$ cat src/rtl/mdr_seq_if.sv
// mdr_seq_if: command/operand/result bundle for the sequential multiply/divide
// engine.
//   master (command front-end) drives: clear, start, op, load, data
//   slave  (mdr_seq_core)      drives: result, remainder, ready, busy, ovf
interface mdr_seq_if #(
    parameter int DW = 16
);
    logic              clear;
    logic              start;
    logic [1:0]        op;
    logic              load;
    logic [DW-1:0]     data;
    logic [2*DW-1:0]   result;
    logic [DW-1:0]     remainder;
    logic              ready;
    logic              busy;
    logic              ovf;

    modport master (
        output clear, start, op, load, data,
        input  result, remainder, ready, busy, ovf
    );

    modport slave (
        input  clear, start, op, load, data,
        output result, remainder, ready, busy, ovf
    );
endinterface

$ cat src/rtl/mdr_seq_core.sv
// mdr_seq_core: sequential signed/unsigned multiply and divide engine.
// Operands arrive serially on bus.data (X, then Y). Multiply is shift-add into a
// 2*DW accumulator, divide is restoring shift-subtract; both work on magnitudes
// and the signs are applied at the end. Exceptions (divide by zero, signed
// MIN/-1) are resolved before any iteration.
// Ports:
//   clk  - rising-edge clock
//   rst  - asynchronous active-high reset
//   bus  - mdr_seq_if.slave: clear/start/op/load/data in,
//          result/remainder/ready/busy/ovf out
module mdr_seq_core #(
    parameter int DW = 16
) (
    input  logic        clk,
    input  logic        rst,
    mdr_seq_if.slave    bus
);

    localparam int CW = $clog2(DW + 1);
    localparam logic [DW-1:0] MIN_NEG = {1'b1, {(DW-1){1'b0}}};
    localparam logic [DW-1:0] ALL_ONE = {DW{1'b1}};

    typedef enum logic [2:0] {
        IDLE,
        WAIT_X,
        WAIT_Y,
        INIT,
        VERIFICATION,
        CALCULATION,
        SIGN_FIX,
        READY
    } state_t;

    state_t            state_reg, state_next;
    logic [1:0]        op_reg, op_next;
    logic [DW-1:0]     x_reg, x_next;
    logic [DW-1:0]     y_reg, y_next;
    logic [DW-1:0]     a_reg, a_next;       // multiplicand or divisor magnitude
    logic [2*DW-1:0]   acc_reg, acc_next;   // MUL: {partial, multiplier}; DIV: {rem, quotient}
    logic [CW-1:0]     cnt_reg, cnt_next;
    logic              neg_res_reg, neg_res_next;
    logic              neg_rem_reg, neg_rem_next;
    logic [2*DW-1:0]   result_reg, result_next;
    logic [DW-1:0]     remainder_reg, remainder_next;
    logic              ovf_reg, ovf_next;

    logic              is_div;
    logic              is_signed;
    logic              x_neg;
    logic              y_neg;
    logic [DW-1:0]     x_abs;
    logic [DW-1:0]     y_abs;
    logic [DW:0]       mul_sum;
    logic [DW:0]       div_shifted;
    logic [DW:0]       div_diff;
    logic [DW-1:0]     quo_fix;
    logic [DW-1:0]     rem_fix;
    logic [2*DW-1:0]   prod_fix;

    assign is_div    = op_reg[0];
    assign is_signed = ~op_reg[1];
    assign x_neg     = is_signed & x_reg[DW-1];
    assign y_neg     = is_signed & y_reg[DW-1];
    // Magnitude of MIN_NEG is 2^(DW-1), which still fits as an unsigned DW value.
    assign x_abs     = x_neg ? (~x_reg + 1'b1) : x_reg;
    assign y_abs     = y_neg ? (~y_reg + 1'b1) : y_reg;

    // Shift-add step: add multiplicand to the upper half when the current
    // multiplier LSB is set, then shift the whole accumulator right by one.
    assign mul_sum     = {1'b0, acc_reg[2*DW-1:DW]} + (acc_reg[0] ? {1'b0, a_reg} : {(DW+1){1'b0}});
    // Restoring step: bring next dividend bit into the partial remainder and
    // try subtracting the divisor; a borrow (MSB set) means restore.
    assign div_shifted = acc_reg[2*DW-1:DW-1];
    assign div_diff    = div_shifted - {1'b0, a_reg};

    assign quo_fix  = neg_res_reg ? (~acc_reg[DW-1:0] + 1'b1) : acc_reg[DW-1:0];
    assign rem_fix  = neg_rem_reg ? (~acc_reg[2*DW-1:DW] + 1'b1) : acc_reg[2*DW-1:DW];
    assign prod_fix = neg_res_reg ? (~acc_reg + 1'b1) : acc_reg;

    always_comb begin
        state_next     = state_reg;
        op_next        = op_reg;
        x_next         = x_reg;
        y_next         = y_reg;
        a_next         = a_reg;
        acc_next       = acc_reg;
        cnt_next       = cnt_reg;
        neg_res_next   = neg_res_reg;
        neg_rem_next   = neg_rem_reg;
        result_next    = result_reg;
        remainder_next = remainder_reg;
        ovf_next       = ovf_reg;

        case (state_reg)
            IDLE, READY: begin
                // start wins over a simultaneous load; load is not looked at here.
                if (bus.start) begin
                    op_next    = bus.op;
                    state_next = WAIT_X;
                end
            end
            WAIT_X: begin
                if (bus.load) begin
                    x_next     = bus.data;
                    state_next = WAIT_Y;
                end
            end
            WAIT_Y: begin
                if (bus.load) begin
                    y_next     = bus.data;
                    state_next = INIT;
                end
            end
            INIT: begin
                neg_res_next = x_neg ^ y_neg;
                neg_rem_next = is_div & x_neg;
                cnt_next     = '0;
                if (is_div) begin
                    a_next   = y_abs;
                    acc_next = {{DW{1'b0}}, x_abs};
                end else begin
                    a_next   = x_abs;
                    acc_next = {{DW{1'b0}}, y_abs};
                end
                state_next = VERIFICATION;
            end
            VERIFICATION: begin
                if (is_div && (y_reg == '0)) begin
                    ovf_next       = 1'b1;
                    result_next    = '0;
                    remainder_next = '0;
                    state_next     = READY;
                end else if (is_div && is_signed && (x_reg == MIN_NEG) && (y_reg == ALL_ONE)) begin
                    // Saturate to the largest positive quotient.
                    ovf_next       = 1'b1;
                    result_next    = {{(DW+1){1'b0}}, {(DW-1){1'b1}}};
                    remainder_next = '0;
                    state_next     = READY;
                end else begin
                    state_next = CALCULATION;
                end
            end
            CALCULATION: begin
                if (is_div) begin
                    acc_next = {(div_diff[DW] ? div_shifted[DW-1:0] : div_diff[DW-1:0]),
                                acc_reg[DW-2:0], ~div_diff[DW]};
                end else begin
                    acc_next = {mul_sum, acc_reg[DW-1:1]};
                end
                cnt_next = cnt_reg + 1'b1;
                if (cnt_reg == CW'(DW - 1)) begin
                    state_next = SIGN_FIX;
                end
            end
            SIGN_FIX: begin
                ovf_next = 1'b0;
                if (is_div) begin
                    result_next    = {{DW{is_signed & quo_fix[DW-1]}}, quo_fix};
                    remainder_next = rem_fix;
                end else begin
                    result_next    = prod_fix;
                    remainder_next = '0;
                end
                state_next = READY;
            end
            default: state_next = IDLE;
        endcase
    end

    always_ff @(posedge clk or posedge rst) begin
        if (rst) begin
            state_reg     <= IDLE;
            op_reg        <= '0;
            x_reg         <= '0;
            y_reg         <= '0;
            a_reg         <= '0;
            acc_reg       <= '0;
            cnt_reg       <= '0;
            neg_res_reg   <= 1'b0;
            neg_rem_reg   <= 1'b0;
            result_reg    <= '0;
            remainder_reg <= '0;
            ovf_reg       <= 1'b0;
        end else if (bus.clear) begin
            state_reg     <= IDLE;
            op_reg        <= '0;
            x_reg         <= '0;
            y_reg         <= '0;
            a_reg         <= '0;
            acc_reg       <= '0;
            cnt_reg       <= '0;
            neg_res_reg   <= 1'b0;
            neg_rem_reg   <= 1'b0;
            result_reg    <= '0;
            remainder_reg <= '0;
            ovf_reg       <= 1'b0;
        end else begin
            state_reg     <= state_next;
            op_reg        <= op_next;
            x_reg         <= x_next;
            y_reg         <= y_next;
            a_reg         <= a_next;
            acc_reg       <= acc_next;
            cnt_reg       <= cnt_next;
            neg_res_reg   <= neg_res_next;
            neg_rem_reg   <= neg_rem_next;
            result_reg    <= result_next;
            remainder_reg <= remainder_next;
            ovf_reg       <= ovf_next;
        end
    end

    // Status flags decode directly from the state register, so they follow
    // reset and clear with no extra cycle.
    assign bus.ready     = (state_reg == READY);
    assign bus.busy      = (state_reg != IDLE) && (state_reg != READY);
    assign bus.result    = result_reg;
    assign bus.remainder = remainder_reg;
    assign bus.ovf       = ovf_reg;

endmodule
$ cat src/flat_wrapper.sv
// flat-port wrapper written by rule: the top's interface ports become plain ports
module mdr_seq_core_flat 
#(
    parameter int DW = 16
)
  (clk, rst, bus_clear, bus_start, bus_op, bus_load, bus_data, bus_result, bus_remainder, bus_ready, bus_busy, bus_ovf);
  mdr_seq_if #(.DW(DW)) bus_i ();
  input  logic clk;
  input  logic rst;
  input wire logic [$bits(bus_i.clear)-1:0] bus_clear;
  input wire logic [$bits(bus_i.start)-1:0] bus_start;
  input wire logic [$bits(bus_i.op)-1:0] bus_op;
  input wire logic [$bits(bus_i.load)-1:0] bus_load;
  input wire logic [$bits(bus_i.data)-1:0] bus_data;
  output wire logic [$bits(bus_i.result)-1:0] bus_result;
  output wire logic [$bits(bus_i.remainder)-1:0] bus_remainder;
  output wire logic [$bits(bus_i.ready)-1:0] bus_ready;
  output wire logic [$bits(bus_i.busy)-1:0] bus_busy;
  output wire logic [$bits(bus_i.ovf)-1:0] bus_ovf;
  assign bus_i.clear = bus_clear;
  assign bus_i.start = bus_start;
  assign bus_i.op = bus_op;
  assign bus_i.load = bus_load;
  assign bus_i.data = bus_data;
  assign bus_result = bus_i.result;
  assign bus_remainder = bus_i.remainder;
  assign bus_ready = bus_i.ready;
  assign bus_busy = bus_i.busy;
  assign bus_ovf = bus_i.ovf;
  mdr_seq_core #(.DW(DW)) u_core (.clk(clk), .rst(rst), .bus(bus_i));
endmodule
$ cat config.mk
export PLATFORM = sky130hd
export DESIGN_NAME = mdr_seq_core_flat
export DESIGN_NICKNAME = d
export VERILOG_FILES = /design/src/rtl/mdr_seq_if.sv /design/src/rtl/mdr_seq_core.sv /design/src/flat_wrapper.sv
export SDC_FILE = /design/constraint.sdc
export NUM_CORES = 1
export LEC_CHECK = 0
export ABC_AREA = 1
export BUFFER_PORTS_ARGS = -buffer_cell sky130_fd_sc_hd__buf_2
export CORE_MARGIN = 5
export CORE_UTILIZATION = 45
export DETAILED_ROUTE_END_ITERATION = 8
export PLACE_DENSITY = 0.68
export SLEW_MARGIN = 20
export SYNTH_ARGS = -nofsm -noshare
export SYNTH_HDL_FRONTEND = slang
export SYNTH_SLANG_ARGS = --single-unit
$ cat constraint.sdc
create_clock -name clk -period 9.03 [get_ports clk]
set_clock_uncertainty 0.1 [all_clocks]
set_input_delay 0.903 -clock clk [delete_from_list [all_inputs] [get_ports clk]]
set_output_delay 0.903 -clock clk [all_outputs]
set_load 0.005 [all_outputs]
==> results.md, run 1 <==
* Status: completed
* Met1 Wirelength at 16300 µm
* Post-synth EDFFs at 0
* Placement row count at 58
* Vias in the first global route at 10800
* Grt ovf at 0
* Ys flop type: dfrtp_1
* Vert. Die Dim at 169 µm
* Net count after synthesis at 1870
* Core ar. at 25100 µm²
* Layout area overhead at 10.1%
* Setup tns final at 0 ps
* Cells after Synth at 1806
* Synth Cell Area at 11400 µm²
* Filler instances at 2632
* Power Density at 226 nW/µm²
* R2R setup slack at 6180 ps
* CP arrival at 3070 ps
* Hold endpoint: u_core.bus.result[18]$_DFFE_PP0P_
* DR WL met2 at 15700 µm
* CTS HTree Levels at 4
* Seq/Total Area, Yosys at 30.8%
* PostCTS Resize Cnt at 0
* Yosys warns at 0
* Pre-antenna DRT Iters at 6
* Share of cells above drive strength 1 at 10.5%
* Clock sinks at 141
* Placer congestion estimate at 0.965
* F_max at 0.350 GHz
* RSZ-0062 raised after global routing: no
* Vias at 11600
* Synth area leaders: dfrtp_1 (31%), nand2_1 (19%), nand3_1 (9.5%)
* Clk pin slew, worst setup/hold paths at 70 ps
* Drt drc at 0
* Synth top cells by count: nand2_1 (585), inv_1 (255), nand3_1 (217)
* Via density at 5.32
* Hold Crit Class: flop to flop
* Clk buf depth at 2
* Critical path required time at 9250 ps
* Initial antenna violation count at 0
* Worst hold path depth at 2
* CP Class: flop to flop
* First-pass GRT wire length at 58000 µm
* Setup bufs post-CTS at 0
* Total track usage at 25.0%
* Top cell type by total area after synthesis: dfrtp_1
* R2R depth at 14
* TritonCTS Buffers at 17
* Die area at 28700 µm²
* Final #Nets at 1904
* Ports at 74
* Terminus of the critical flop-to-flop path: u_core.acc_reg[26]$_DFFE_PP0P_
* DR WL met3 at 2340 µm
* Iter 0 DRT Violations at 1203
* Avg WL per Cell at 16.3 µm
* Largest net degree at the start of global routing at 90
* Final worst path period need at 2850 ps
* Slew headroom at 32.5%
* Startpoint Class: flop
* Worst setup EP type: flop
* Worst slew pin tran at 1010 ps
* Hold path startpoint: u_core.bus.result[18]$_DFFE_PP0P_
* Sequential Area at 3530 µm²
* ANT nets after route at 0
* Top cell type's share of synthesized area at 30.8%
* Final WL at 35500 µm
* Distinct cells, synth at 45
* Die width at 169 µm
* Fin crit share at 31.6%
* Max layer used: met4
* Crit Path Max Fanout at 15
* Root Driver: clkbuf_16
* PortBufs at 73
* VDD IR max at 0.160 mV
* Post-synthesis average cell area at 6.33 µm²
* Async set-or-reset flop fraction in the synthesized netlist at 100%
* Dpl hpwl at 26800 µm
* Top-count cell post-synth: nand2_1
* Slew Viols, Final at 0
* Max Cap Viol at 0
* CTS tree: done
* FF-to-FF Start: u_core.acc_reg[16]$_DFFE_PP0P_
* # diodes at 0
* # hold bufs at CTS at 0
* Min setup slack post-route at 6180 ps
* Initial Util at 45.6%
* Leakage power at 6.94 nW
* Setup Slack @ Placement at 5840 ps
* Worst skew pair latency at 440 ps
* #FFs+latches synth at 141
* Final Hold Violating Endpoints at 0
* Multi-input logic area at 6600 µm²
* Setup-failing EPs final at 0
routing by layer:
layer  global-route usage [%]  vias to the layer above
met4                     8.68                        0
li1                         -                     5808
met2                     39.1                      431
met1                     36.0                     5290
met5                        0                        -
met3                     2.94                       75
kinds of logic after synthesis:
kind of cell               share of synthesized area (%)
AOI/OAI and AO/OA                                   9.70
xor gates and xnor gates                            3.06
adders and majority gates                           4.62
buffers and inverters                               11.7
DFF                                                 30.8
muxes                                             0.0984
and+or+nand+nor                                     40.0
layout by cell type (no fill, tap or decap), types with 2 or more instances in the layout:
cell type	count
clkinv_8	4
nor3_1	19
inv_6	4
nand4_1	15
ha_1	39
nand3_2	22
xor2_1	32
and2_1	5
fa_1	2
a31oi_1	7
o21ai_2	2
xnor2_1	8
inv_1	254
nand3b_1	5
a21oi_1	49
inv_2	9
nor2_2	11
dfrtp_1	140
nor2_4	8
or2_2	2
clkinv_4	2
o21ai_1	27
o22ai_1	16
nand3_1	217
buf_2	73
inv_8	5
o211ai_1	7
nand2_4	2
o21ai_0	96
nand2_2	19
nor2_1	126
nand2_1	585
or3_1	3
clkbuf_16	17
buf_4	8
critical path: stages (launching register included):
cell     delay (ps)
dfrtp_1         490
inv_1           220
fa_1            520
inv_1           140
nand3_1          80
nand2_1         140
nand2_1          70
nand2_1         110
nand2_2         100
nand3_2         240
nand2_4         200
nand2_1         110
nand3_1          80
nand2_1          90
nand2_1          50
final cells by class:
cell class / count / share of cell area (%)
sequential: 141 / 28.0
clock buffer: 17 / 3.38
timing repair buffer: 81 / 3.38
inverter: 266 / 8.00
tap: 330 / 3.28
clock inverter: 15 / 1.55
multi-input combinational: 1333 / 52.4
where the power goes:
part	internal (W)	total, W	switching [W]
Sequential	0.000690	0.000761	0.0000707
Clock	0.000401	0.000738	0.000337
Combinational	0.000400	0.00135	0.000947
through the flow:
step | cells | cell area (µm²) | hold slack [ps] | total power [W] | util (%)
detailed placement | 2151 | 12000 | 392 | 0.00209 | 47.7
global placement | 2151 | 12000 | 389 | 0.00207 | 47.7
CTS | 2183 | 12600 | 415 | 0.00283 | 50.1
global route | 2183 | 12600 | 431 | 0.00304 | 50.1
finish | 2183 | 12600 | 407 | 0.00285 | 50.1
floorplan | 1806 | 11400 | 374 | 0.00174 | -
worst max path at each step:
stage	from	endpoint	slack (ps)
finish	u_core.acc_reg[16]$_DFFE_PP0P_	u_core.acc_reg[26]$_DFFE_PP0P_	6180
global route	u_core.op_reg[0]$_DFFE_PP0P_	u_core.bus.result[4]$_DFFE_PP0P_	5910
CTS	u_core.op_reg[0]$_DFFE_PP0P_	u_core.bus.result[4]$_DFFE_PP0P_	5840
detailed placement	u_core.op_reg[0]$_DFFE_PP0P_	u_core.bus.result[4]$_DFFE_PP0P_	5840
global placement	u_core.op_reg[0]$_DFFE_PP0P_	u_core.bus.result[12]$_DFFE_PP0P_	5940
floorplan	rst	u_core.a_reg[0]$_DFFE_PP0P_	4250
Power figures use the tool's default switching activity.
==> run 2: changes to the inputs <==
clock period = 2.72 ns   (was 9.03 ns; I/O delays follow)
==> run 2 against run 1 <==
  * Setup slack got worse by 6000 ps
  * Utilization rose by 1.2 points
  * Non-clock buffer count rose by 38
  * Wire length rose by 2.5%
  * First-iteration DRC count rose by 24%
  * Sequential share of layout area fell by 0.67 points
  * Register-to-register slack got worse by 6000 ps
  * Critical path type unchanged
  * Critical path depth rose by 1
==> results.md, run 2 (synthesis gave the netlist of run 1 again) <==
* Status: completed
* DP Cell Count at 2187
* CP Class: flop to flop
* Root Driver: clkbuf_16
* Vias in the first global route at 11300
* Setup-failing EPs final at 0
* Dpl hpwl at 28000 µm
* ANT nets after route at 0
* F_max at 0.394 GHz
* Worst Setup SP: u_core.acc_reg[15]$_DFFE_PP0P_
* Fin crit share at 93.2%
* # diodes at 0
* Setup tns final at 0 ps
* Setup bufs post-CTS at 0
* Vert. Die Dim at 169 µm
* Worst slew pin tran at 741 ps
* TritonCTS Buffers at 17
* Vias at 12000
* Critical path required time at 2990 ps
* CP arrival at 2800 ps
* Total chip power at 0.00951 W
* PortBufs at 73
* Commonest non-fill, non-tap cell in the layout: nand2_1
* RSZ-0062 raised after global routing: no
* Worst skew pair latency at 430 ps
* Slew headroom at 50.6%
* Clk pin slew, worst setup/hold paths at 70 ps
* Final worst path period need at 2540 ps
* Iter 0 DRT Violations at 1496
* Power Density at 737 nW/µm²
* R2R depth at 15
* Pre-antenna DRT Iters at 9
* Startpoint Class: flop
* Die width at 169 µm
* Largest net degree at the start of global routing at 71
* Most frequent cells in the layout: nand2_1 (585), inv_1 (254), nand3_1 (217), dfrtp_1 (140), nor2_1 (126)
* Hold Crit Class: input port to flop
* Fin cells at 2221
* Placement row count at 58
* Min setup slack post-route at 184 ps
* Grt ovf at 0
* Final Hold Violating Endpoints at 0
* Crit Path Max Fanout at 8
* Initial antenna violation count at 0
* Worst setup EP type: flop
* Clock sinks at 141
* R2R setup slack at 180 ps
* Final #Nets at 1942
* VDD IR max at 0.425 mV
* CTS HTree Levels at 4
* Placer congestion estimate at 1.00
* Max Cap Viol at 0
* Initial Util at 45.6%
* Total track usage at 25.5%
* CTS tree: done
* Slew Viols, Final at 0
* Worst hold slack at 24.6 ps
* Setup Slack @ Placement at 221 ps
* Layout area overhead at 12.8%
* Core ar. at 25100 µm²
* FF-to-FF Start: u_core.acc_reg[15]$_DFFE_PP0P_
* Ports at 74
* Worst hold path depth at 3
* Avg WL per Cell at 16.4 µm
* Clk buf depth at 2
* Leakage power at 7.11 nW
* Hold path startpoint: bus_op[1]
* Share of cells above drive strength 1 at 12.2%
* Filler instances at 2612
* First-pass GRT wire length at 59500 µm
* Die area at 28700 µm²
* Drt drc at 0
* Via density at 5.41
* Final WL at 36400 µm
-- run 2: changes by cell type in the layout (fill, tap and decap cells not counted), sizes merged --
cell | previous run | this run
buf | 81 | 117
clkinvlp | 0 | 2
dlygate4sd3 | 0 | 2
bufinv | 1 | 0
clkinv | 7 | 6
-- run 2: final cells by class --
cell class / count / area, µm² / area share, %
repair buffers: 119 / 766 / 5.94
inverters: 266 / 1010 / 7.80
clock buffers: 17 / 425 / 3.30
well taps: 330 / 413 / 3.20
clock inverters: 15 / 149 / 1.15
flip-flops and latches: 141 / 3530 / 27.4
multi-input cells: 1333 / 6610 / 51.3
-- run 2: per-layer routing --
layer	track usage, %	wire length (µm)
met3	3.05	2650
met4	8.16	1160
met5	0	0
met1	36.7	16200
met2	40.2	16400
-- run 2: path summary, 6_finish.rpt --
| check | end |
|---|---|
| worst min-delay path | u_core.op_reg[1]$_DFFE_PP0P_ |
| worst max-delay path | u_core.acc_reg[24]$_DFFE_PP0P_ |
| worst max register to register | u_core.acc_reg[24]$_DFFE_PP0P_ |
| min in group asynchronous | u_core.bus.result[30]$_DFFE_PP0P_ |
| worst min register to register | u_core.bus.result[20]$_DFFE_PP0P_ |
| max in group asynchronous | u_core.x_reg[13]$_DFFE_PP0P_ |
-- run 2: timing repair --
action | CTS | global route
hold endpoints to repair | 18 | 0
setup endpoints to repair | 0 | 15
gates resized for setup | 0 | 2
hold buffers | 2 | 0
-- run 2: power by group --
part           leakage (nW)  switching (W)  internal [W]  total, W
registers              1.90       0.000217       0.00229   0.00251
logic                  4.93        0.00325       0.00142   0.00468
clock network         0.281        0.00110       0.00122   0.00232
total                  7.11        0.00458       0.00494   0.00951
-- run 2: critical path, stage by stage, from the launching register on --
cell and delay [ps]:
dfrtp_1 350, inv_1 70, ha_1 230, fa_1 410, inv_1 110, nand3_1 70, nand2_1 140, nand2_1 70
nand2_1 100, nand2_2 100, nand3_2 220, buf_4 190, nand3_1 100, nand3_1 100, nand2_1 60, nand2_1 50
-- run 2: metrics by stage --
| step | util, % | instance area (µm²) |
|---|---|---|
| after CTS | 51.3 | 12900 |
| after detailed placement | 48.9 | 12300 |
| after global routing | 51.4 | 12900 |
| after global placement | 48.9 | 12300 |
| after floorplan | - | 11400 |
| final | 51.4 | 12900 |
==> run 3: changes to the inputs <==
--- a/config.mk
+++ b/config.mk
@@ -8,9 +8,7 @@
 export ABC_AREA = 1
 export BUFFER_PORTS_ARGS = -buffer_cell sky130_fd_sc_hd__buf_2
-export CORE_MARGIN = 5
 export CORE_UTILIZATION = 45
 export DETAILED_ROUTE_END_ITERATION = 8
 export PLACE_DENSITY = 0.68
-export SLEW_MARGIN = 20
 export SYNTH_ARGS = -nofsm -noshare
 export SYNTH_HDL_FRONTEND = slang
==> constraint.sdc (replaced) <==
create_clock -name clk -period 2.72 [get_ports clk]
set_clock_uncertainty 0.1 [all_clocks]
set_input_delay 0.272 -clock clk [delete_from_list [all_inputs] [get_ports clk]]
set_output_delay 0.272 -clock clk [all_outputs]
set_load 0.05 [all_outputs]
==> run 3 against run 2 <==
  * Fmax grew 0.44%
  * Critical path depth grew 1
  * First-iteration DRC count shrank 19%
  * Power grew 2.1%
  * Highest routed layer unchanged
==> results.md, run 3 (synthesis gave the netlist of run 1 again) <==
* Status: completed
* CP cell instances: inv_1 > ha_1 > fa_1 > inv_1 > nand3_1 > nand2_1 > nand2_1 > nand2_1 > nand2_2 > nand2_2 > nand2_2 > nand2_8 > nand2_1 > nand2_1 > nand2_1 > nand2_1
* Slew Viols, Final at 0
* Die width at 161 µm
* Grt ovf at 0
* Critical path required time at 2990 ps
* Min setup slack post-route at 195 ps
* Critical Path Max Stage Delay at 420 ps
* Final Hold Violating Endpoints at 0
* Root Driver: clkbuf_16
* Commonest non-fill, non-tap cell in the layout: nand2_1
* # diodes at 0
* Setup Slack @ Placement at 233 ps
* ANT nets after route at 0
* Vert. Die Dim at 161 µm
* Initial Util at 46.5%
* Vias at 11800
* Leakage power at 7.10 nW
* Final #Nets at 1937
* Die area at 26100 µm²
* PortBufs at 73
* Delay-heaviest family, CP: simple AND/OR/NAND/NOR gates
* Final worst path period need at 2530 ps
* Slew headroom at 34.1%
* RSZ-0062 raised after global routing: no
* F_max at 0.396 GHz
* Setup-failing EPs final at 0
* CTS HTree Levels at 4
* CP Class: flop to flop
* Layout area overhead at 12.5%
* Hold Crit Class: input port to flop
* Vias in the first global route at 11200
* VDD IR max at 0.619 mV
* Most frequent cells in the layout: nand2_1 (585), inv_1 (254), nand3_1 (217), dfrtp_1 (140), nor2_1 (126)
* Clock sinks at 141
* Fin crit share at 92.8%
* Worst skew pair latency at 450 ps
* Dpl hpwl at 27900 µm
* Share of cells above drive strength 1 at 11.9%
* Max Cap Viol at 0
* Startpoint Class: flop
* Pre-antenna DRT Iters at 6
* Core ar. at 24600 µm²
* Placement row count at 57
* CP arrival at 2790 ps
* TritonCTS Buffers at 17
* Power Density at 755 nW/µm²
* DP Cell Count at 2176
* Worst setup EP type: flop
* Via density at 5.33
* Setup bufs post-CTS at 0
* Critical Path Slowest Stage Cell: fa_1
* Crit Path Max Fanout at 15
* First-pass GRT wire length at 59200 µm
* Placer congestion estimate at 0.983
* CP Buf/Inv Count at 2
* Drt drc at 0
* CTS tree: done
* Fin cells at 2210
* Total chip power at 0.00972 W
* Setup tns final at 0 ps
* Total track usage at 28.9%
* Worst slew pin tran at 988 ps
* Crit path top cell by count: nand2_1
* Clk buf depth at 2
* Ports at 74
* Iter 0 DRT Violations at 1212
* Clk pin slew, worst setup/hold paths at 70 ps
* Final WL at 36100 µm
* Util after Layout at 52.3%
* Largest net degree at the start of global routing at 74
* Initial antenna violation count at 0
* Avg WL per Cell at 16.4 µm
[run 3: where the power goes]
part / total, W / internal [W] / switching (W) / leakage (nW)
sequential: 0.00253 / 0.00229 / 0.000236 / 1.90
clock: 0.00245 / 0.00139 / 0.00106 / 0.291
combinational: 0.00473 / 0.00142 / 0.00331 / 4.90
total: 0.00972 / 0.00511 / 0.00461 / 7.10
[run 3: metrics by stage]
step | hold WS [ps] | area (µm²)
CTS | 14.6 | 12900
floorplan | 310 | 11400
global placement | 253 | 12200
detailed placement | 248 | 12200
finish | 17.2 | 12900
global route | 36.2 | 12900
[run 3: final cells by class]
| type | instances | area (µm²) |
|---|---|---|
| clock buffers | 18 | 429 |
| clock inverters | 14 | 178 |
| fillers | 2596 | 11700 |
| inverters | 266 | 1010 |
| multi-input cells | 1333 | 6600 |
| flip-flops and latches | 141 | 3530 |
| well taps | 324 | 405 |
| repair buffers | 114 | 728 |
[run 3: what timing repair did]
action	in CTS	in global routing
hold endpoints to repair	21	0
endpoints found under the setup margin	0	2
gates resized for setup	0	1
hold buffers	2	0
[run 3: routing by layer]
metal / share of wire [%] / track usage (%)
met5: 0 / 0
met4: 2.9 / 9.18
met3: 7.0 / 4.57
met2: 45 / 46.9
met1: 45 / 39.2
[run 3: worst paths after layout]
check | cells after the start | to | from | slack, ps
setup / recovery | 16 | u_core.acc_reg[29]$_DFFE_PP0P_ | u_core.acc_reg[15]$_DFFE_PP0P_ | 190
hold / removal | 3 | u_core.op_reg[1]$_DFFE_PP0P_ | bus_op[1] | 20
setup reg to reg | 16 | u_core.acc_reg[29]$_DFFE_PP0P_ | u_core.acc_reg[15]$_DFFE_PP0P_ | 190
hold reg to reg | 2 | u_core.bus.result[18]$_DFFE_PP0P_ | u_core.bus.result[18]$_DFFE_PP0P_ | 400
max in group asynchronous | 4 | u_core.acc_reg[26]$_DFFE_PP0P_ | rst | 1390
min in group asynchronous | 3 | u_core.acc_reg[11]$_DFFE_PP0P_ | rst | 330
[run 3: worst register-to-register path: stages (launching register included)]
cell	delay, ps
dfrtp_1	340
inv_1	70
ha_1	230
fa_1	430
inv_1	110
nand3_1	70
nand2_1	130
nand2_1	60
nand2_1	100
nand2_2	90
nand2_2	80
nand2_2	200
nand2_8	190
nand2_1	80
nand2_1	70
nand2_1	50
nand2_1	60
